--- config.mk ---
export PLATFORM = sky130hd
export DESIGN_NAME = digiota_comparator_array_flat
export DESIGN_NICKNAME = d
export VERILOG_FILES = /design/src/rtl/digiota_comparator_array_pkg.sv /design/src/rtl/digiota_comparator_array_if.sv /design/src/rtl/digiota_comparator_array_chan_filter.sv /design/src/rtl/digiota_comparator_array.sv /design/src/flat_wrapper.sv
export SDC_FILE = /design/constraint.sdc
export NUM_CORES = 1
export LEC_CHECK = 0
export ABC_CLOCK_PERIOD_IN_PS = 3300
export CAP_MARGIN = 20
export CORE_ASPECT_RATIO = 0.8
export CORE_MARGIN = 2
export CORE_UTILIZATION = 55
export DETAILED_ROUTE_END_ITERATION = 10
export GPL_TIMING_DRIVEN = 0
export PLACE_DENSITY_LB_ADDON = 0.2
export SYNTH_ARGS = -nofsm -noshare
export SYNTH_HDL_FRONTEND = slang
export SYNTH_HIERARCHICAL = 1
export SYNTH_SLANG_ARGS = --single-unit
--- constraint.sdc ---
create_clock -name clk -period 3.3 [get_ports clk]
set_input_delay 0.66 -clock clk [delete_from_list [all_inputs] [get_ports clk]]
set_output_delay 0.66 -clock clk [all_outputs]
set_load 0.005 [all_outputs]
--- src/rtl/digiota_comparator_array_pkg.sv ---
// Shared types and defaults for the clocked comparator array.
package digiota_pkg;

   typedef enum logic [1:0] {
      IDLE    = 2'd0,
      CONVERT = 2'd1,
      DONE    = 2'd2
   } state_t;

   localparam logic MODE_CONT   = 1'b0;
   localparam logic MODE_STROBE = 1'b1;

   localparam int unsigned DEF_CHANNELS    = 4;
   localparam int unsigned DEF_SYNC_STAGES = 2;
   localparam int unsigned DEF_FILT_W      = 3;
   localparam int unsigned DEF_TIMEOUT     = 255;

endpackage

--- src/rtl/digiota_comparator_array_if.sv ---
// Pad-side control/data bundle of the comparator array.
interface digiota_comparator_array_if
   import digiota_pkg::*;
#(
   parameter int unsigned CHANNELS = DEF_CHANNELS,
   parameter int unsigned FILT_W   = DEF_FILT_W
);
   logic                en;
   logic                mode;
   logic                strobe;
   logic [FILT_W-1:0]   filt_len;
   logic [CHANNELS-1:0] vip;
   logic [CHANNELS-1:0] vin;
   logic [CHANNELS-1:0] out;
   logic [CHANNELS-1:0] out_oe;
   logic                out_valid;
   logic                done;

   modport master (
      output en, mode, strobe, filt_len, vip, vin,
      input  out, out_oe, out_valid, done
   );

   modport slave (
      input  en, mode, strobe, filt_len, vip, vin,
      output out, out_oe, out_valid, done
   );
endinterface

--- src/rtl/digiota_comparator_array_chan_filter.sv ---
// One comparator channel: input synchroniser, run-length deglitch filter
// and the committed decision / drive-enable register.
module digiota_chan_filter
   import digiota_pkg::*;
#(
   parameter int unsigned SYNC_STAGES = DEF_SYNC_STAGES,
   parameter int unsigned FILT_W      = DEF_FILT_W
) (
   input  logic              clk,
   input  logic              rst_n,
   input  logic              vip,
   input  logic              vin,
   input  logic              clear,
   input  logic              cnt_clr,
   input  logic              commit_allow,
   input  logic [FILT_W-1:0] filt_len,
   output logic              out,
   output logic              out_oe,
   output logic              commit
);
   localparam logic [FILT_W:0] ONE     = {{FILT_W{1'b0}}, 1'b1};
   localparam logic [FILT_W:0] CNT_MAX = {1'b0, {FILT_W{1'b1}}};

   logic [SYNC_STAGES-1:0] vip_sync;
   logic [SYNC_STAGES-1:0] vin_sync;
   logic                   ps;
   logic                   ns;
   logic                   diff;
   logic                   cand;
   logic [FILT_W-1:0]      cnt;
   logic [FILT_W-1:0]      cnt_nx;
   logic [FILT_W:0]        run;
   logic [FILT_W:0]        flen_eff;

   assign ps   = vip_sync[SYNC_STAGES-1];
   assign ns   = vin_sync[SYNC_STAGES-1];
   assign diff = ps ^ ns;

   // Synchronisers run regardless of enable so the data is clean on re-enable.
   always_ff @(posedge clk or negedge rst_n) begin
      if (!rst_n) begin
         vip_sync <= '0;
         vin_sync <= '0;
      end else begin
         vip_sync <= {vip_sync[SYNC_STAGES-2:0], vip};
         vin_sync <= {vin_sync[SYNC_STAGES-2:0], vin};
      end
   end

   // Run length including this cycle, commit decision and saturated count.
   always_comb begin
      run      = '0;
      flen_eff = (filt_len == '0) ? ONE : {1'b0, filt_len};
      if (diff) begin
         if ((ps == cand) && (cnt != '0)) run = {1'b0, cnt} + ONE;
         else                             run = ONE;
      end
      commit = commit_allow && diff && (run >= flen_eff);
      cnt_nx = (run > CNT_MAX) ? CNT_MAX[FILT_W-1:0] : run[FILT_W-1:0];
   end

   // Filter state and committed decision.
   always_ff @(posedge clk or negedge rst_n) begin
      if (!rst_n) begin
         cnt    <= '0;
         cand   <= 1'b0;
         out    <= 1'b0;
         out_oe <= 1'b0;
      end else if (clear) begin
         cnt    <= '0;
         cand   <= 1'b0;
         out    <= 1'b0;
         out_oe <= 1'b0;
      end else begin
         cnt <= cnt_clr ? '0 : cnt_nx;
         if (diff) cand <= ps;
         if (commit) begin
            out    <= ps;
            out_oe <= 1'b1;
         end
      end
   end
endmodule

--- src/rtl/digiota_comparator_array.sv ---
// Multi-channel clocked comparator: continuous or strobed one-shot
// conversions with a done pulse and timeout.
module digiota_comparator_array
   import digiota_pkg::*;
#(
   parameter int unsigned CHANNELS    = DEF_CHANNELS,
   parameter int unsigned SYNC_STAGES = DEF_SYNC_STAGES,
   parameter int unsigned FILT_W      = DEF_FILT_W,
   parameter int unsigned TIMEOUT     = DEF_TIMEOUT
) (
   input  logic                        clk,
   input  logic                        rst_n,
   digiota_comparator_array_if.slave   bus
);
   localparam int unsigned     TW       = $clog2(TIMEOUT + 1);
   localparam logic [TW-1:0]   TMO_LAST = TW'(TIMEOUT - 1);

   state_t              state;
   state_t              state_nx;
   logic [TW-1:0]       tmo_cnt;
   logic [CHANNELS-1:0] decided;
   logic [CHANNELS-1:0] decided_nx;
   logic [CHANNELS-1:0] commit;
   logic [CHANNELS-1:0] chan_out;
   logic [CHANNELS-1:0] chan_oe;
   logic [CHANNELS-1:0] oe_nx;
   logic                commit_allow;
   logic                start;
   logic                out_valid_q;

   for (genvar g = 0; g < CHANNELS; g++) begin : g_chan
      digiota_chan_filter #(
         .SYNC_STAGES (SYNC_STAGES),
         .FILT_W      (FILT_W)
      ) u_chan (
         .clk          (clk),
         .rst_n        (rst_n),
         .vip          (bus.vip[g]),
         .vin          (bus.vin[g]),
         .clear        (~bus.en),
         .cnt_clr      (start),
         .commit_allow (commit_allow),
         .filt_len     (bus.filt_len),
         .out          (chan_out[g]),
         .out_oe       (chan_oe[g]),
         .commit       (commit[g])
      );
   end

   assign decided_nx    = decided | commit;
   assign oe_nx         = chan_oe | commit;
   assign bus.out       = chan_out;
   assign bus.out_oe    = chan_oe;
   assign bus.out_valid = out_valid_q;
   assign bus.done      = (state == DONE);

   // Next-state and commit gating; IDLE in continuous mode commits freely.
   always_comb begin
      state_nx     = state;
      commit_allow = 1'b0;
      start        = 1'b0;
      case (state)
         IDLE: begin
            commit_allow = (bus.mode == MODE_CONT);
            if (bus.strobe && (bus.mode == MODE_STROBE)) begin
               start    = 1'b1;
               state_nx = CONVERT;
            end
         end
         CONVERT: begin
            commit_allow = 1'b1;
            if ((&decided_nx) || (tmo_cnt == TMO_LAST)) state_nx = DONE;
         end
         DONE:    state_nx = IDLE;
         default: state_nx = IDLE;
      endcase
      if (!bus.en) begin
         state_nx     = IDLE;
         commit_allow = 1'b0;
         start        = 1'b0;
      end
   end

   // FSM state register.
   always_ff @(posedge clk or negedge rst_n) begin
      if (!rst_n) state <= IDLE;
      else        state <= state_nx;
   end

   // Timeout counter, per-conversion decided mask and out_valid.
   always_ff @(posedge clk or negedge rst_n) begin
      if (!rst_n) begin
         tmo_cnt     <= '0;
         decided     <= '0;
         out_valid_q <= 1'b0;
      end else if (!bus.en) begin
         tmo_cnt     <= '0;
         decided     <= '0;
         out_valid_q <= 1'b0;
      end else begin
         case (state)
            IDLE: begin
               if (start) begin
                  tmo_cnt     <= '0;
                  decided     <= '0;
                  out_valid_q <= 1'b0;
               end else if (bus.mode == MODE_CONT) begin
                  out_valid_q <= &oe_nx;
               end
            end
            CONVERT: begin
               decided <= decided_nx;
               if (state_nx == DONE) out_valid_q <= &decided_nx;
               else                  tmo_cnt     <= tmo_cnt + TW'(1);
            end
            default: ;
         endcase
      end
   end
endmodule

--- src/flat_wrapper.sv ---
// flat-port wrapper written by rule: the top's interface ports become plain ports
module digiota_comparator_array_flat import digiota_pkg::*;
#(
   parameter int unsigned CHANNELS    = DEF_CHANNELS,
   parameter int unsigned SYNC_STAGES = DEF_SYNC_STAGES,
   parameter int unsigned FILT_W      = DEF_FILT_W,
   parameter int unsigned TIMEOUT     = DEF_TIMEOUT
)
  (clk, rst_n, bus_en, bus_mode, bus_strobe, bus_filt_len, bus_vip, bus_vin, bus_out, bus_out_oe, bus_out_valid, bus_done);
  digiota_comparator_array_if #(.CHANNELS(CHANNELS), .FILT_W(FILT_W)) bus_i ();
  input  logic clk;
  input  logic rst_n;
  input wire logic [$bits(bus_i.en)-1:0] bus_en;
  input wire logic [$bits(bus_i.mode)-1:0] bus_mode;
  input wire logic [$bits(bus_i.strobe)-1:0] bus_strobe;
  input wire logic [$bits(bus_i.filt_len)-1:0] bus_filt_len;
  input wire logic [$bits(bus_i.vip)-1:0] bus_vip;
  input wire logic [$bits(bus_i.vin)-1:0] bus_vin;
  output wire logic [$bits(bus_i.out)-1:0] bus_out;
  output wire logic [$bits(bus_i.out_oe)-1:0] bus_out_oe;
  output wire logic [$bits(bus_i.out_valid)-1:0] bus_out_valid;
  output wire logic [$bits(bus_i.done)-1:0] bus_done;
  assign bus_i.en = bus_en;
  assign bus_i.mode = bus_mode;
  assign bus_i.strobe = bus_strobe;
  assign bus_i.filt_len = bus_filt_len;
  assign bus_i.vip = bus_vip;
  assign bus_i.vin = bus_vin;
  assign bus_out = bus_i.out;
  assign bus_out_oe = bus_i.out_oe;
  assign bus_out_valid = bus_i.out_valid;
  assign bus_done = bus_i.done;
  digiota_comparator_array #(.CHANNELS(CHANNELS), .SYNC_STAGES(SYNC_STAGES), .FILT_W(FILT_W), .TIMEOUT(TIMEOUT)) u_core (.clk(clk), .rst_n(rst_n), .bus(bus_i));
endmodule
# Yosys cells after proc, flatten, opt, wreduce, memory -nomap -nowiden
# Cells that the tools add are included.
dict set report totals {
  n_memories 0
  rom_bits 0
  mem_bits_rw 0
  latch_bits 0
  in_bits 16
  output_inout_bits 10
  register_bits 55
  word_cells 160
}
dict set report classes {
  bitwise 7
  div_mod_pow 0
  n_reduce_logical 25
  n_shift 0
  add_sub_neg 5
  mul 0
  n_eq_ne 21
  order_cmp 8
  mux 66
}
# cell count
set ops {}
lappend ops {{$mux W4} 10}
lappend ops {{$mux W3} 13}
lappend ops {{$mux W1} 32}
lappend ops {{$mux W8} 3}
lappend ops {{$add A3 B1 Y4 const B} 4}
lappend ops {{$gt A4 B3 Y1 const B} 4}
lappend ops {{$ne A2 B1 Y1 const B} 8}
lappend ops {{$pmux W8 S2} 1}
lappend ops {{$logic_and A1 B1 Y1} 13}
lappend ops {{$ge A4 B4 Y1} 3}
lappend ops {{$reduce_bool A3 Y1} 4}
lappend ops {{$add A8 B1 Y8 const B} 1}
lappend ops {{$eq A8 B8 Y1 const B} 1}
lappend ops {{$or A4 B4 Y4} 2}
lappend ops {{$pmux W4 S2} 1}
lappend ops {{$reduce_and A4 Y1} 2}
lappend ops {{$mux W2} 3}
lappend ops {{$ne A3 B3 Y1 const B} 2}
lappend ops {{$reduce_and A3 Y1} 2}
lappend ops {{$eq A1 B1 Y1} 4}
lappend ops {{$eq A2 B2 Y1 const B} 2}
lappend ops {{$ge A4 B3 Y1} 1}
lappend ops {{$ne A4 B4 Y1 const B} 1}
lappend ops {{$pmux W1 S2} 2}
lappend ops {{other kinds (10)} 13}

# Logic depth before layout (Yosys ltp)
# Gate-level depths: netlist (run 1).
dict set report depth {
  depth_word 16
  depth_mapped 14
  ltp_nobuf 13
}

# Hierarchy
# The synthesis (run 1) kept the hierarchy.
# module area_per_inst_um2 instances cells_each seq_area_each_um2
set by_module_without_submodules {}
lappend by_module_without_submodules {digiota_chan_filter 596.8 4 62 250.2}
lappend by_module_without_submodules {digiota_comparator_array 925.9 1 97 375.4}

# Worst setup path before layout (run 1)
# OpenSTA, ideal clock, no wires.
dict set report synth_timing {
  path_kind {register -> register}
  startpoint {reg u_core.g_chan[0].u_chan.vip_sync[1]}
  endpoint {reg u_core.out_valid_q (netlist: u_core/bus.out_valid)}
  setup_ps 126
  t_arrival_ps 2545
  path_buffers 2
  setup_slack_ps 629
  stages_incl_launch_ff 14
  synth_period_minus_slack_ps 2671
  required_time_ps 3174
  cell_sequence {dfrtp_1 > buf_6 > and2b_2 > a22oi_1 > nor2_1 > ha_1 > o21ai_0 > a21oi_1 > o21a_2 > o22ai_1 > or2_1 > buf_2 > a21oi_1 > o32a_1}
}
dict set report synth_via {
  elab_chain_len 15
  elab_cells_between_ends 24
  cone_classes {1 x order compare; 3 x eq/ne; 10 x mux; 3 x bitwise; 7 x reduce/logical}
}
# item line
set synth_rtl {}
lappend synth_rtl {{start: declaration} digiota_comparator_array_chan_filter.sv:24} ;# logic [SYNC_STAGES-1:0] vip_sync;
lappend synth_rtl {{start signal: assignment} digiota_comparator_array_chan_filter.sv:45} ;# vip_sync <= {vip_sync[SYNC_STAGES-2:0], vip};
lappend synth_rtl {{$eq A1 B1 Y1} digiota_comparator_array_chan_filter.sv:55} ;# if ((ps == cand) && (cnt != '0)) run = {1'b0, cnt} + ONE;
lappend synth_rtl {{$logic_and A1 B1 Y1} digiota_comparator_array_chan_filter.sv:55}
lappend synth_rtl {{$mux W4} digiota_comparator_array_chan_filter.sv:55}
lappend synth_rtl {{$mux W4} digiota_comparator_array_chan_filter.sv:54} ;# if (diff) begin
lappend synth_rtl {{$ge A4 B3 Y1} digiota_comparator_array_chan_filter.sv:58} ;# commit = commit_allow && diff && (run >= flen_eff);
lappend synth_rtl {{$logic_and A1 B1 Y1 (*)} digiota_comparator_array_chan_filter.sv:58}
lappend synth_rtl {{net u_core.commit[0]} digiota_comparator_array.sv:23} ;# logic [CHANNELS-1:0] commit;
lappend synth_rtl {{$or A4 B4 Y4} digiota_comparator_array.sv:50} ;# assign decided_nx = decided | commit;
lappend synth_rtl {{$reduce_and A4 Y1} {digiota_comparator_array.sv:72, digiota_comparator_array.sv:113}}
lappend synth_rtl {{$logic_or A1 B1 Y1} digiota_comparator_array.sv:72} ;# if ((&decided_nx) || (tmo_cnt == TMO_LAST)) state_nx = DONE;
lappend synth_rtl {{$mux W2} digiota_comparator_array.sv:72}
lappend synth_rtl {{$pmux W2 S2} digiota_comparator_array.sv:62} ;# case (state)
lappend synth_rtl {{$mux W2} digiota_comparator_array.sv:77} ;# if (!bus.en) begin
lappend synth_rtl {{$eq A2 B2 Y1} digiota_comparator_array.sv:113} ;# if (state_nx == DONE) out_valid_q <= &decided_nx;
lappend synth_rtl {{$ne A3 B2 Y1 (no source line)} -}
lappend synth_rtl {{$reduce_and A3 Y1 (no source line)} -}
lappend synth_rtl {{end signal: assignment} digiota_comparator_array.sv:108} ;# out_valid_q <= &oe_nx;
lappend synth_rtl {{end signal: assignment} digiota_comparator_array.sv:113}
lappend synth_rtl {{end: declaration} digiota_comparator_array.sv:29} ;# logic out_valid_q;
# Mark *: on every way through the listed nets, which the timed path passes. The rest lies on a longest branch. The select of a mux whose other input is x is not followed.
# A chain may end at the register's enable or synchronous reset.

# Worst setup path in the final report (run 1)
dict set report layout_timing {
  startpoint {reg u_core.g_chan[2].u_chan.vin_sync[1]}
  endpoint {reg u_core.out_valid_q (netlist: u_core/bus.out_valid)}
}
dict set report layout_via {
  elab_chain_len 13
  elab_cells_between_ends 21
  cone_classes {1 x order compare; 2 x eq/ne; 9 x mux; 3 x bitwise; 6 x reduce/logical}
}
# item line
set layout_rtl {}
lappend layout_rtl {{start: declaration} digiota_comparator_array_chan_filter.sv:25} ;# logic [SYNC_STAGES-1:0] vin_sync;
lappend layout_rtl {{start signal: assignment} digiota_comparator_array_chan_filter.sv:46} ;# vin_sync <= {vin_sync[SYNC_STAGES-2:0], vin};
lappend layout_rtl {{$xor A1 B1 Y1 (*)} digiota_comparator_array_chan_filter.sv:37} ;# assign diff = ps ^ ns;
lappend layout_rtl {{$mux W4} digiota_comparator_array_chan_filter.sv:54}
lappend layout_rtl {{$ge A4 B4 Y1} digiota_comparator_array_chan_filter.sv:58}
lappend layout_rtl {{$logic_and A1 B1 Y1 (*)} digiota_comparator_array_chan_filter.sv:58}
lappend layout_rtl {{net u_core.commit[2]} digiota_comparator_array.sv:23}
lappend layout_rtl {{$or A4 B4 Y4} digiota_comparator_array.sv:50}
lappend layout_rtl {{$reduce_and A4 Y1} {digiota_comparator_array.sv:72, digiota_comparator_array.sv:113}}
lappend layout_rtl {{$logic_or A1 B1 Y1} digiota_comparator_array.sv:72}
lappend layout_rtl {{$mux W2} digiota_comparator_array.sv:72}
lappend layout_rtl {{$pmux W2 S2} digiota_comparator_array.sv:62}
lappend layout_rtl {{$mux W2} digiota_comparator_array.sv:77}
lappend layout_rtl {{$eq A2 B2 Y1} digiota_comparator_array.sv:113}
lappend layout_rtl {{$ne A3 B2 Y1 (no source line)} -}
lappend layout_rtl {{$reduce_and A3 Y1 (no source line)} -}
# Marks and branches as above.

==> results_dict.tcl, run 1 <==
set metrics [dict create \
    firstDrtPassIters 4 \
    max_clock_freq_mhz 328 \
    drt-total-wl_mm 7.12 \
    clock_sinks 55 \
    yosysTopAreaCell "dfrtp_1" \
    synth_warnings 6 \
    crit_top_cell "a21oi_1" \
    yosysMostFrequentCell "dfrtp_1" \
    cts_buffer_depth 2 \
    wire_per_inst_um 15.4 \
    powerDensity_mw_per_mm2 357 \
    ys_ff_latch 55 \
    hold_viol 0 \
    io_pins 26 \
    critical_path_required_ns 3.49 \
    ant_nets 0 \
    synth_edf_count 0 \
    ir_drop_v 0.000248 \
    synth-async-reset-ratio 1.00 \
    drive_gt1_frac 0.123 \
    slowest_stage "dfrtp_1" \
    wl_met1_mm 3.53 \
    numCtsBuffers 5 \
    power.leakage_nw 1.64 \
    drc_errors 0 \
    dpl-instance-area_mm2 0.00368 \
    fin_skew_ns 0.00729 \
    slew_viol_final 0 \
    routed.top_layer "met4" \
    port_buffers 25 \
    route.met2.wl_mm 3.24 \
    grt_pass1_wl_mm 12.0 \
    worst_slew_pin_slew_ns 0.628 \
    syn_to_final_growth_pct 15.1 \
    ctsRootBufferMaster "clkbuf_8" \
    synth_top_area_frac 0.415 \
    critPathMaxFanout 8 \
    cp_top_family "compound AO/OA/AOI/OAI gates" \
    grt_use_total 0.222 \
    worstPathCellList "and2b_2 > a22oi_1 > nor2_1 > ha_1 > o21ai_0 > a21oi_1 > o21a_2 > o22ai_1 > or2_1 > buf_2 > a21oi_1 > o32a_1" \
    startpoint_type "flip-flop" \
    first_global_vias 2623 \
    max-cap-violations 0 \
    drtIter0Drc 202 \
    antenna_found_initial 0 \
    crit_path_max_incr_delay_ns 0.46 \
    finalSetupTns_ns 0 \
    die_w_um 90.8 \
    die-area_mm2 0.00666 \
    fin_total_pwr_mw 1.36 \
    dp_hpwl_mm 5.02 \
    yosysSeqAreaShare 0.415 \
    overflow 0 \
    synth_fp_nets 383 \
    fp.coreArea_mm2 0.00585 \
    htreeDepth 2 \
    path_clk_slew_ns 0.10 \
    gp_congestion 0.897 \
    cts_hold_buf 0 \
    min_period_ns 3.05 \
    final_cell_area_mm2 0.00381 \
    critical_path_class "reg -> reg" \
    dr_wl_met3_um 298 \
    via_per_inst 5.86 \
    vias 2711 \
    rsz0062_at_grt "false" \
    hold_path.class "in -> async" \
    fillerInstances 477 \
    cts_tree "built" \
    ys_top_cells_by_area "dfrtp_1, ha_1, inv_1" \
    worstSkewPairLatency_ns 0.30 \
    die-height_um 73.4 \
    maxSlewHeadroom 0.581 \
    hold_ws_ns 0.283 \
    nets 419 \
    crit_path_end_kind "flip-flop" \
    start_util 0.566 \
    period_share 0.924 \
    synthTopCellsByCount "dfrtp_1, inv_1, nor2_1, ha_1, nand2_1" \
    diodes 0 \
    ys.flop_type "dfrtp_1" \
    regToRegSetupSlack_ns 0.25 \
    synth_area_mm2 0.00331 \
    critPathBufInv 1 \
    synth.avg_cell_area_um2 9.60 \
    synth_cell_types 54 \
    status "finished, final reports clean" \
    finalSetupViolations 0 \
    postSynthCellCount 345 \
    grt_max_degree 39 \
    row_count 25 \
    arrival_ns 3.24 \
]
[timing repair]
item,CTS,global route
resized for setup,1,1
endpoints found under the setup margin,3,2
cloned,0,1
setup buffers,0,2
[metrics by stage]
stage	utilization	instances	setup slack (ns)
finish	0.652	463	0.252
global route	0.652	463	0.0778
CTS	0.648	460	0.157
detailed placement	0.629	452	-0.377
global placement	0.627	451	-0.339
floorplan	-	345	0.629
[layout make-up]
cell class / count / area (um^2) / area share
multi-input cells: 248 / 1730 / 0.453
flip-flops and latches: 55 / 1380 / 0.361
repair buffers: 28 / 280 / 0.0735
inverters: 30 / 116 / 0.0305
plain buffers: 12 / 101 / 0.0266
well taps: 81 / 101 / 0.0266
clock buffers: 7 / 96.3 / 0.0253
clock inverters: 1 / 7.51 / 0.00197
repair inverters: 1 / 5.00 / 0.00131
[cell families (layout without fill, tap and decap cells)]
kind of cell    Yosys count  count (layout)  synth area share
xor+xnor                 12              12            0.0317
mux                       4               4            0.0121
fa+ha+maj                22              22            0.0831
flops                    55              55             0.415
compound gates           94              94             0.207
simple gates            116             116             0.187
buf+inv                  42              79            0.0646
[layout by cell type (no fill, tap or decap), drive strengths merged, types with 9 or more instances in the layout]
master,instances
ha,22
a22oi,12
o21ai,9
o21a,9
nand4,9
nand2,22
buf,16
inv,29
xor2,12
clkdlybuf4s50,24
a21oi,13
dfrtp,55
nor2,31
nand3,12
[state kept, by name (all words and copies together), names as in the netlist]
register                       cells
u_core/g_chan.u_chan/out           4
u_core/g_chan.u_chan/vip_sync      8
u_core/state                       2
u_core/decided                     4
u_core/g_chan.u_chan/out_oe        4
u_core/g_chan.u_chan/cand          4
u_core/tmo_cnt                     8
u_core/g_chan.u_chan/vin_sync      8
u_core/g_chan.u_chan/cnt          12
u_core/bus.out_valid               1
[metal layers]
metal | vias up | global-route usage
met5 | - | 0
met4 | 0 | 0.0488
met3 | 6 | 0.0369
met1 | 1313 | 0.307
met2 | 65 | 0.374
li1 | 1327 | -
[final timing paths]
path	startpoint	end	cells after the start
setup / recovery	u_core/g_chan[2].u_chan/vin_sync[1]$_DFF_PN0_	u_core/bus.out_valid$_DFFE_PN0P_	12
hold / removal	rst_n	u_core/g_chan[1].u_chan/vin_sync[1]$_DFF_PN0_	1
setup reg to reg	u_core/g_chan[2].u_chan/vin_sync[1]$_DFF_PN0_	u_core/bus.out_valid$_DFFE_PN0P_	12
hold reg to reg	u_core/g_chan[2].u_chan/vip_sync[0]$_DFF_PN0_	u_core/g_chan[2].u_chan/vip_sync[1]$_DFF_PN0_	0
max in group asynchronous	rst_n	u_core/g_chan[3].u_chan/cand$_DFFE_PN0P_	2
min in group clk	u_core/g_chan[2].u_chan/vip_sync[0]$_DFF_PN0_	u_core/g_chan[2].u_chan/vip_sync[1]$_DFF_PN0_	0
[report_power, final]
part	total (mW)	internal, mW	switching [mW]
clock network	0.408	0.191	0.216
registers	0.731	0.703	0.0279
logic	0.224	0.0982	0.126
Power figures use the tool's default switching activity.
==> run 2: changes to the inputs <==
Settings changed: ABC_CLOCK_PERIOD_IN_PS 3300 to 3500.
Clock period 3.3 ns to 3.5 ns, I/O delays scaled along.
==> run 2 against run 1 <==
Clock power decreased by 6.1%. Wire length decreased by 1.7%. Global-route usage about the same. Clock skew about the same. Final area decreased by 0.62%. Count of clock-buffer cells in the layout unchanged. Combinational power decreased by 8%. Setup slack improved by 0.078 ns. Sequential share of layout area increased by 0.23 points. Register-to-register slack improved by 0.24 ns.
==> results_dict.tcl, run 2 (synthesis results as in run 1) <==
set metrics [dict create \
    final_cell_mix "dfrtp_1, inv_1, nor2_1" \
    utilization 0.648 \
    grt_use_total 0.221 \
    p_sw_frac 0.269 \
    cts_buffer_depth 2 \
    regToRegSetupSlack_ns 0.49 \
    cts_tree "built" \
    die-area_mm2 0.00666 \
    top_register "u_core/g_chan.u_chan/cnt" \
    worstSkewPairLatency_ns 0.30 \
    firstDrtPassIters 4 \
    ir_drop_v 0.000232 \
    grt_max_degree 39 \
    r2r-end "u_core/bus.out_valid$_DFFE_PN0P_" \
    wire_per_inst_um 15.2 \
    arrival_ns 3.36 \
    via_per_inst 5.88 \
    startpoint_type "input port" \
    finalSetupTns_ns 0 \
    place_ws_ns -0.217 \
    path_clk_slew_ns 0.10 \
    numCtsBuffers 5 \
    first_global_vias 2619 \
    dp_hpwl_mm 5.02 \
    rsz0062_at_grt "false" \
    drt-total-wl_mm 7.00 \
    finalSetupViolations 0 \
    maxSlewHeadroom 0.488 \
    fin_total_pwr_mw 1.28 \
    final_cell_area_mm2 0.00379 \
    max_clock_freq_mhz 315 \
    critical_path_class "in -> reg" \
    fp.coreArea_mm2 0.00585 \
    clock_sinks 55 \
    post_cts_buffers 0 \
    comb_power_share 0.162 \
    worst_slack_ns 0.330 \
    final_common_cell "dfrtp_1" \
    nets 416 \
    cts_resized 0 \
    die-height_um 73.4 \
    start_util 0.566 \
    slowest_stage "inv_1" \
    fillerInstances 482 \
    fin_skew_ns 0.00770 \
    ctsRootBufferMaster "clkbuf_8" \
    worstPathCellList "clkdlybuf4s50_1 > inv_1 > nor3_2 > and2_1 > o21a_2 > o22ai_1 > or2_1 > buf_2 > a21oi_1 > o32a_1" \
    crit_path_max_incr_delay_ns 0.61 \
    drive_gt1_frac 0.113 \
    power.leakage_nw 1.64 \
    hold_path.class "in -> async" \
    gp_congestion 0.897 \
    min_period_ns 3.17 \
    diodes 0 \
    intPower_mw 0.934 \
    crit_path_end_kind "flip-flop" \
    ant_nets 0 \
    hold_viol 0 \
    vias 2707 \
    hold_ws_ns 0.326 \
    syn_to_final_growth_pct 14.4 \
    worst_slew_pin_slew_ns 0.767 \
    drc_errors 0 \
    overflow 0 \
    worstRegToRegCells 13 \
    drtIter0Drc 183 \
    max-cap-violations 0 \
    clock_power_share 0.299 \
    placedCellCount 452 \
    io_pins 26 \
    port_buffers 25 \
    period_share 0.906 \
    instances_no_fill 460 \
    critPathMaxFanout 21 \
    largest_reg_flops 12 \
    dpl-instance-area_mm2 0.00368 \
    slew_viol_final 0 \
    htreeDepth 2 \
    powerDensity_mw_per_mm2 338 \
    cts_hold_buf 0 \
    power.switching_mw 0.345 \
    seqPwrFrac 0.539 \
    critical_path_required_ns 3.69 \
    row_count 25 \
    r2r-start "u_core/g_chan[2].u_chan/vip_sync[1]$_DFF_PN0_" \
    grt_pass1_wl_mm 11.9 \
    antenna_found_initial 0 \
    die_w_um 90.8 \
    status "finished, final reports clean" \
]
## run 2: changes by cell type in the layout (fill, tap and decap cells not counted)
cell and delta:
inv_1 +1, clkinvlp_4 -1, buf_4 -2, clkinvlp_2 -1
## run 2: worst max-delay path: cells and delay by family
family / cells / cell delay (ns)
simple gates: 3 / 0.53
buf+inv: 3 / 1.31
compound gates: 4 / 0.82
## run 2: power by group through the flow
stage	clock, mW	combinational, mW	sequential (mW)
global route	0.417	0.237	0.693
finish	0.383	0.207	0.689
floorplan	0	0.128	0.696
global placement	0	0.196	0.701
detailed placement	0	0.206	0.701
CTS	0.397	0.207	0.689
## run 2: final cells by class
class / instances / area, um^2 / share of cell area
multi-input cells: 248 / 1730 / 0.456
well taps: 81 / 101 / 0.0268
repair buffers: 26 / 265 / 0.0700
plain buffers: 12 / 101 / 0.0268
clock buffers: 7 / 96.3 / 0.0254
flip-flops and latches: 55 / 1380 / 0.363
inverters: 30 / 113 / 0.0297
clock inverters: 1 / 7.51 / 0.00198
## run 2: layer usage
layer  wire length [um]  global-route usage  vias to the layer above
li1                   -                   -                     1327
met1               3440               0.307                     1306
met2               3240               0.373                       68
met3                273              0.0369                        6
met4                 48              0.0488                        0
met5                  0                   0                        -
## run 2: worst max path at each step
stage,from,to
5_1_grt,bus_en,u_core/bus.out_valid$_DFFE_PN0P_
2_1_floorplan,u_core/g_chan[0].u_chan/vip_sync[1]$_DFF_PN0_,u_core/bus.out_valid$_DFFE_PN0P_
3_3_place_gp,bus_en,u_core/tmo_cnt[6]$_DFFE_PN0P_
3_5_place_dp,bus_en,u_core/tmo_cnt[6]$_DFFE_PN0P_
4_1_cts,bus_en,u_core/tmo_cnt[6]$_DFFE_PN0P_
6_report,bus_en,u_core/bus.out_valid$_DFFE_PN0P_
==> variant 1: new RTL, config.mk and constraints of run 2 <==
`DEF_CHANNELS`: 4 -> 5.
--- a/src/rtl/digiota_comparator_array_pkg.sv
+++ b/src/rtl/digiota_comparator_array_pkg.sv
@@ -12,3 +12,3 @@
 
-   localparam int unsigned DEF_CHANNELS    = 4;
+   localparam int unsigned DEF_CHANNELS    = 5;
    localparam int unsigned DEF_SYNC_STAGES = 2;
Ports: changed (resized bus_out, bus_out_oe, bus_vin and bus_vip); port bits go from 26 to 30. The function was not compared with the original's and may differ.
==> variant 1 against run 2 <==
Area after synthesis rose by 17%; routed wire length rose by 14%; final area rose by 21%; clock power rose by 96%; global-route usage rose by 0.55 points; worst setup slack got worse by 68 ps; register-to-register slack got worse by 30 ps; total power rose by 40%; synthesized cell count rose by 16%; sequential cell count rose by 11; critical endpoint unchanged; largest cell class unchanged; highest routed layer unchanged.
==> variant 1: results (changes against run 2) <==
[outcome]
status = finished clean

[synth]
yosysWarnings = 6  ; unchanged
synth.distinct_cells = 45  ; -17%
synth_area_leaders = dfrtp_1 43%, ha_1 8.7%, nor2_1 3.6%
syn_avg_cell_area_um2 = 9.69  ; +0.85%
synthFlopType = dfrtp_1
syn-num-nets = 446  ; +16%
synthTopCellsByCount = 66 x dfrtp_1, 37 x nor2_1, 33 x inv_1, 30 x nand2_1, 27 x ha_1
ys_seq_area_share_pct = 42.5  ; +0.98 points
async_flop_share_pct = 100  ; unchanged

[sta]
finalMaxSlewViolations = 0  ; unchanged
relSlewSlack_pct = 44.9  ; -4.0 points
whs_ps = 350  ; +24.0 ps
skew_ps = 6.60  ; -1.10 ps

[layout]
drive_gt1_share_pct = 12.3  ; +0.93 points
n_antenna_cell = 0  ; unchanged
biggestRegsByFlops = u_core/g_chan.u_chan/cnt x15, u_core/g_chan.u_chan/vin_sync x10, u_core/g_chan.u_chan/vip_sync x10
fillers = 545  ; +13%
fin_nets = 488  ; +17%

[setup_path]
reg2reg_from = u_core/g_chan[0].u_chan/vin_sync[1]
worstSetupStartpoint = bus_en
cp.arrival_ps = 3470  ; +110 ps
worstPathMaxFanout = 19  ; -9.5%
ff2ff_path_depth = 12  ; -1
reg2reg_slack_ps = 460  ; -30 ps
crit_end = u_core/bus.out_valid

[clock_network]
htreeDepth = 3  ; +1
clk_latency_ps = 340  ; +40 ps
clockRootBuffer = clkbuf_8
cts_buffers = 9  ; +4
path_clk_slew_ps = 70  ; -30 ps
clock_path_buffers = 2  ; unchanged

[global_route]
grt_max_degree = 67  ; +72%
grt_pass1_wl_um = 14000  ; +17%
antenna_found_initial = 0  ; unchanged
grt_pass1_vias = 3175  ; +21%
grt.total_usage_pct = 22.7  ; +0.55 points

[detailed_routing]
m1WireLength_um = 3780  ; +9.8%
vias = 3108  ; +15%
drtPass1Iterations = 4  ; unchanged
wl_met3_um = 224  ; -18%
wirelength_um = 8000  ; +14%
wl_met2_um = 3900  ; +20%
highest_layer = met4
drt-initial-drc-count = 142  ; -22%
via_per_inst = 5.81  ; -1.3%

[hold_path]
hp-class = flop to flop
worstHoldEndpoint = u_core/g_chan[0].u_chan/vip_sync[1]
hold_depth = 0
min_from = u_core/g_chan[0].u_chan/vip_sync[0]

[placed_design]
dp_hpwl_um = 5580  ; +11%
globalplace.congestion = 0.851  ; -5.1%
dp.cells = 518  ; +15%
io_buffers = 29  ; +16%

[power_and_ir_drop]
leakage_nw = 2.02  ; +23%
vdd_drop_max_v = 0.000266  ; +15%

[variant 1: per-stage QoR]
| step | setup WS [ps] | cell area, um2 |
|---|---|---|
| after floorplan | 799 | 3880 |
| after global placement | -625 | 4280 |
| after detailed placement | -654 | 4300 |
| after CTS | 68.0 | 4550 |
| after global routing | 139 | 4570 |
| final | 262 | 4570 |
[variant 1: layout make-up]
class / count / share of cell area, %
plain buffers: 13 / 2.52
clock buffers: 12 / 3.61
flip-flops and latches: 66 / 36.1
repair buffers: 31 / 7.14
clock inverters: 4 / 1.59
inverters: 33 / 2.71
multi-input cells: 289 / 43.9
well taps: 87 / 2.38
[variant 1: routing by layer]
layer	vias up	track usage (%)
met3	9	6.16
met2	54	39.0
met1	1518	27.6
met4	0	8.06
li1	1527	-
met5	-	0
[variant 1: worst max-delay path, stage by stage]
cell	delay, ps
clkdlybuf4s50_1	530
inv_1	240
buf_16	250
nor3_4	290
and2_1	250
o21a_2	200
o22ai_1	90
nor3_2	210
buf_2	270
o22ai_2	120
mux2_4	310
[variant 1: cells by family (layout without fill, tap and decap cells)]
group                      Yosys count  count (layout)  synth area share (%)
xor gates and xnor gates            15              15                  3.38
AOI/OAI and AO/OA                  104             104                  19.8
adders and majority gates           27              27                  8.70
muxes                                6               6                  1.68
buffers and inverters               46              93                  6.15
and+or+nand+nor                    137             137                  17.8
DFF                                 66              66                  42.5
[variant 1: timing repair]
item,CTS,global route
endpoints found under the setup margin,8,0
hold buffers,0,0
gates resized for setup,2,0
buffers inserted,0,0
[variant 1: where the power goes]
group / internal (mW) / switching [mW]
registers: 0.790 / 0.0232
logic: 0.102 / 0.130
clock network: 0.458 / 0.291
==> variant 2: new RTL, flow settings as in run 2 <==
Made on the original files. Re-encode `state_t` (3 states) as one-hot, 3 bits wide.
--- a/src/rtl/digiota_comparator_array_pkg.sv
+++ b/src/rtl/digiota_comparator_array_pkg.sv
@@ -3,6 +3,6 @@
 
-   typedef enum logic [1:0] {
-      IDLE    = 2'd0,
-      CONVERT = 2'd1,
-      DONE    = 2'd2
+   typedef enum logic [2:0] {
+      IDLE    = 3'b001,
+      CONVERT = 3'b010,
+      DONE    = 3'b100
    } state_t;
Behaviour: same outputs for any inputs over 10 cycles, from zero or initial values and one cycle with rst_n low; not proved beyond that.
==> variant 2 against run 2 <==
Worst setup slack gained 100 ps; cell count fell by 0.43%; area after synthesis is 1.3% higher; hold slack better by 35 ps; sequential cell count is 1 higher; register-to-register slack lost 60 ps; routed wire length down 7.2%; critical path depth up 2; total power decreased by 3.4%; final area rose by 0.76%; largest power group unchanged.
==> variant 2: results (changes against run 2) <==
[global_route]
grt_pass1_vias = 2501  ; -4.5%
grt_max_degree = 32  ; -18%
grt.total_usage_pct = 20.7  ; -1.4 points

[synth]
synthAdderAreaFrac_pct = 8.20  ; -0.11 points
synth_area_leaders = dfrtp_1 41%, ha_1 8.2%, nor2_1 4.4%
syn-num-nets = 381  ; -0.52%
yosysWarnings = 6  ; unchanged
synth.area.mux_share_pct = 2.24  ; +1.0 points
ys_seq_area_share_pct = 41.8  ; +0.26 points
synth_compound_area_share_pct = 20.8  ; +0.19 points
synthTopCellsByCount = 55 x dfrtp_1, 39 x nor2_1, 32 x inv_1, 22 x ha_1, 18 x nand2_1
synthXorXnorAreaFrac_pct = 3.13  ; -0.040 points
synth.distinct_cells = 53  ; -1.9%

[placed_design]
globalplace.congestion = 0.798  ; -11%
dp_hpwl_um = 4810  ; -4.2%
place_area_um2 = 3720  ; +1.2%

[power_and_ir_drop]
leakage_nw = 1.67  ; +2.1%
switchingPower_uw = 340  ; -1.3%
vdd_drop_max_v = 0.000170  ; -27%

[detailed_routing]
via_per_inst = 5.67  ; -3.6%
wirelength_um = 6500  ; -7.2%
drt-initial-drc-count = 157  ; -14%

[setup_path]
cp_slowest_stage_delay_ps = 390  ; -220 ps
critical_path.slowest_cell = dfrtp_1
worstPathMaxFanout = 9  ; -57%
cp.arrival_ps = 3270  ; -90 ps

[sta]
worstMarginPinSlew_ps = 738  ; -28.4 ps
skew_ps = 8.65  ; +0.954 ps

[layout]
fin_nets = 414  ; -0.48%
drive_gt1_share_pct = 12.5  ; +1.1 points

[outcome]
status = finished clean

[clock_network]
clockRootBuffer = clkbuf_8
clk_latency_ps = 310
path_clk_slew_ps = 110

[hold_path]
hp-class = flop to flop

-- variant 2: changes by cell type after synthesis, sizes merged, moves of 3 or more --
cell     change
nor2         +8
a22o         -4
nand2        -4
a21boi       +3
a2bb2oi      +3
a31o         -3
a31oi        -3
nand4        -3
nor3         -3
-- variant 2: stage by stage --
step | power, mW | worst slack (ps) | util, % | std cells | setup TNS [ps]
finish | 1.23 | 435 | 64.6 | 458 | 0
global route | 1.31 | 216 | 64.6 | 458 | 0
CTS | 1.25 | 419 | 64.6 | 458 | 0
detailed placement | 0.877 | 117 | 63.0 | 450 | 0
global placement | 0.867 | -28.3 | 62.7 | 449 | -1390
floorplan | 0.805 | 734 | - | 343 | 0
-- variant 2: area by class of cell --
type / count / area (um2)
Fill cell: 467 / 2090
Multi-Input combinational cell: 245 / 1740
Sequential cell: 56 / 1400
Timing Repair Buffer: 26 / 265
Inverter: 32 / 120
Tap cell: 81 / 101
Buffer: 10 / 91.3
Clock buffer: 5 / 68.8
Clock inverter: 3 / 26.3
-- variant 2: logic make-up after synthesis --
| group | after synthesis |
|---|---|
| and+or+nand+nor | 113 |
| xor gates and xnor gates | 12 |
| DFF | 56 |
| AOI/OAI and AO/OA | 91 |
| buffers and inverters | 42 |
| adders and majority gates | 22 |
| muxes | 7 |
-- variant 2: power groups by stage --
stage               sequential, mW  combinational [mW]  clock (mW)
floorplan                    0.695               0.110           0
global placement             0.698               0.169           0
detailed placement           0.699               0.178           0
CTS                          0.686               0.179       0.388
global route                 0.690               0.201       0.415
finish                       0.686               0.178       0.371
-- variant 2: worst paths after layout --
path | cells past startpoint | to | start | slack [ps]
worst max register to register | 12 | u_core/bus.out_valid | u_core/g_chan[2].u_chan/vip_sync[1] | 430
worst min register to register | 0 | u_core/g_chan[0].u_chan/vip_sync[1] | u_core/g_chan[0].u_chan/vip_sync[0] | 360
worst min-delay path | 0 | u_core/g_chan[0].u_chan/vip_sync[1] | u_core/g_chan[0].u_chan/vip_sync[0] | 360
max in group asynchronous | 2 | u_core/state[0] | rst_n | 2490
min in group asynchronous | 1 | u_core/g_chan[2].u_chan/cnt[2] | rst_n | 380
worst max-delay path | 12 | u_core/bus.out_valid | u_core/g_chan[2].u_chan/vip_sync[1] | 430
-- variant 2: worst max-delay path, delay by kind of cell, from the launching register on --
kind,cells,cell delay (ps)
AOI/OAI and AO/OA,7,1520
and+or+nand+nor,2,310
adders and majority gates,1,290
DFF,1,390
buffers and inverters,1,130
muxes,1,320
-- variant 2: metal layers --
metal  share of wire, %  global-route usage [%]
met1                 49                    28.4
met2                 48                    34.1
met4               0.52                    5.72
met3                3.3                    4.10
met5                  0                       0
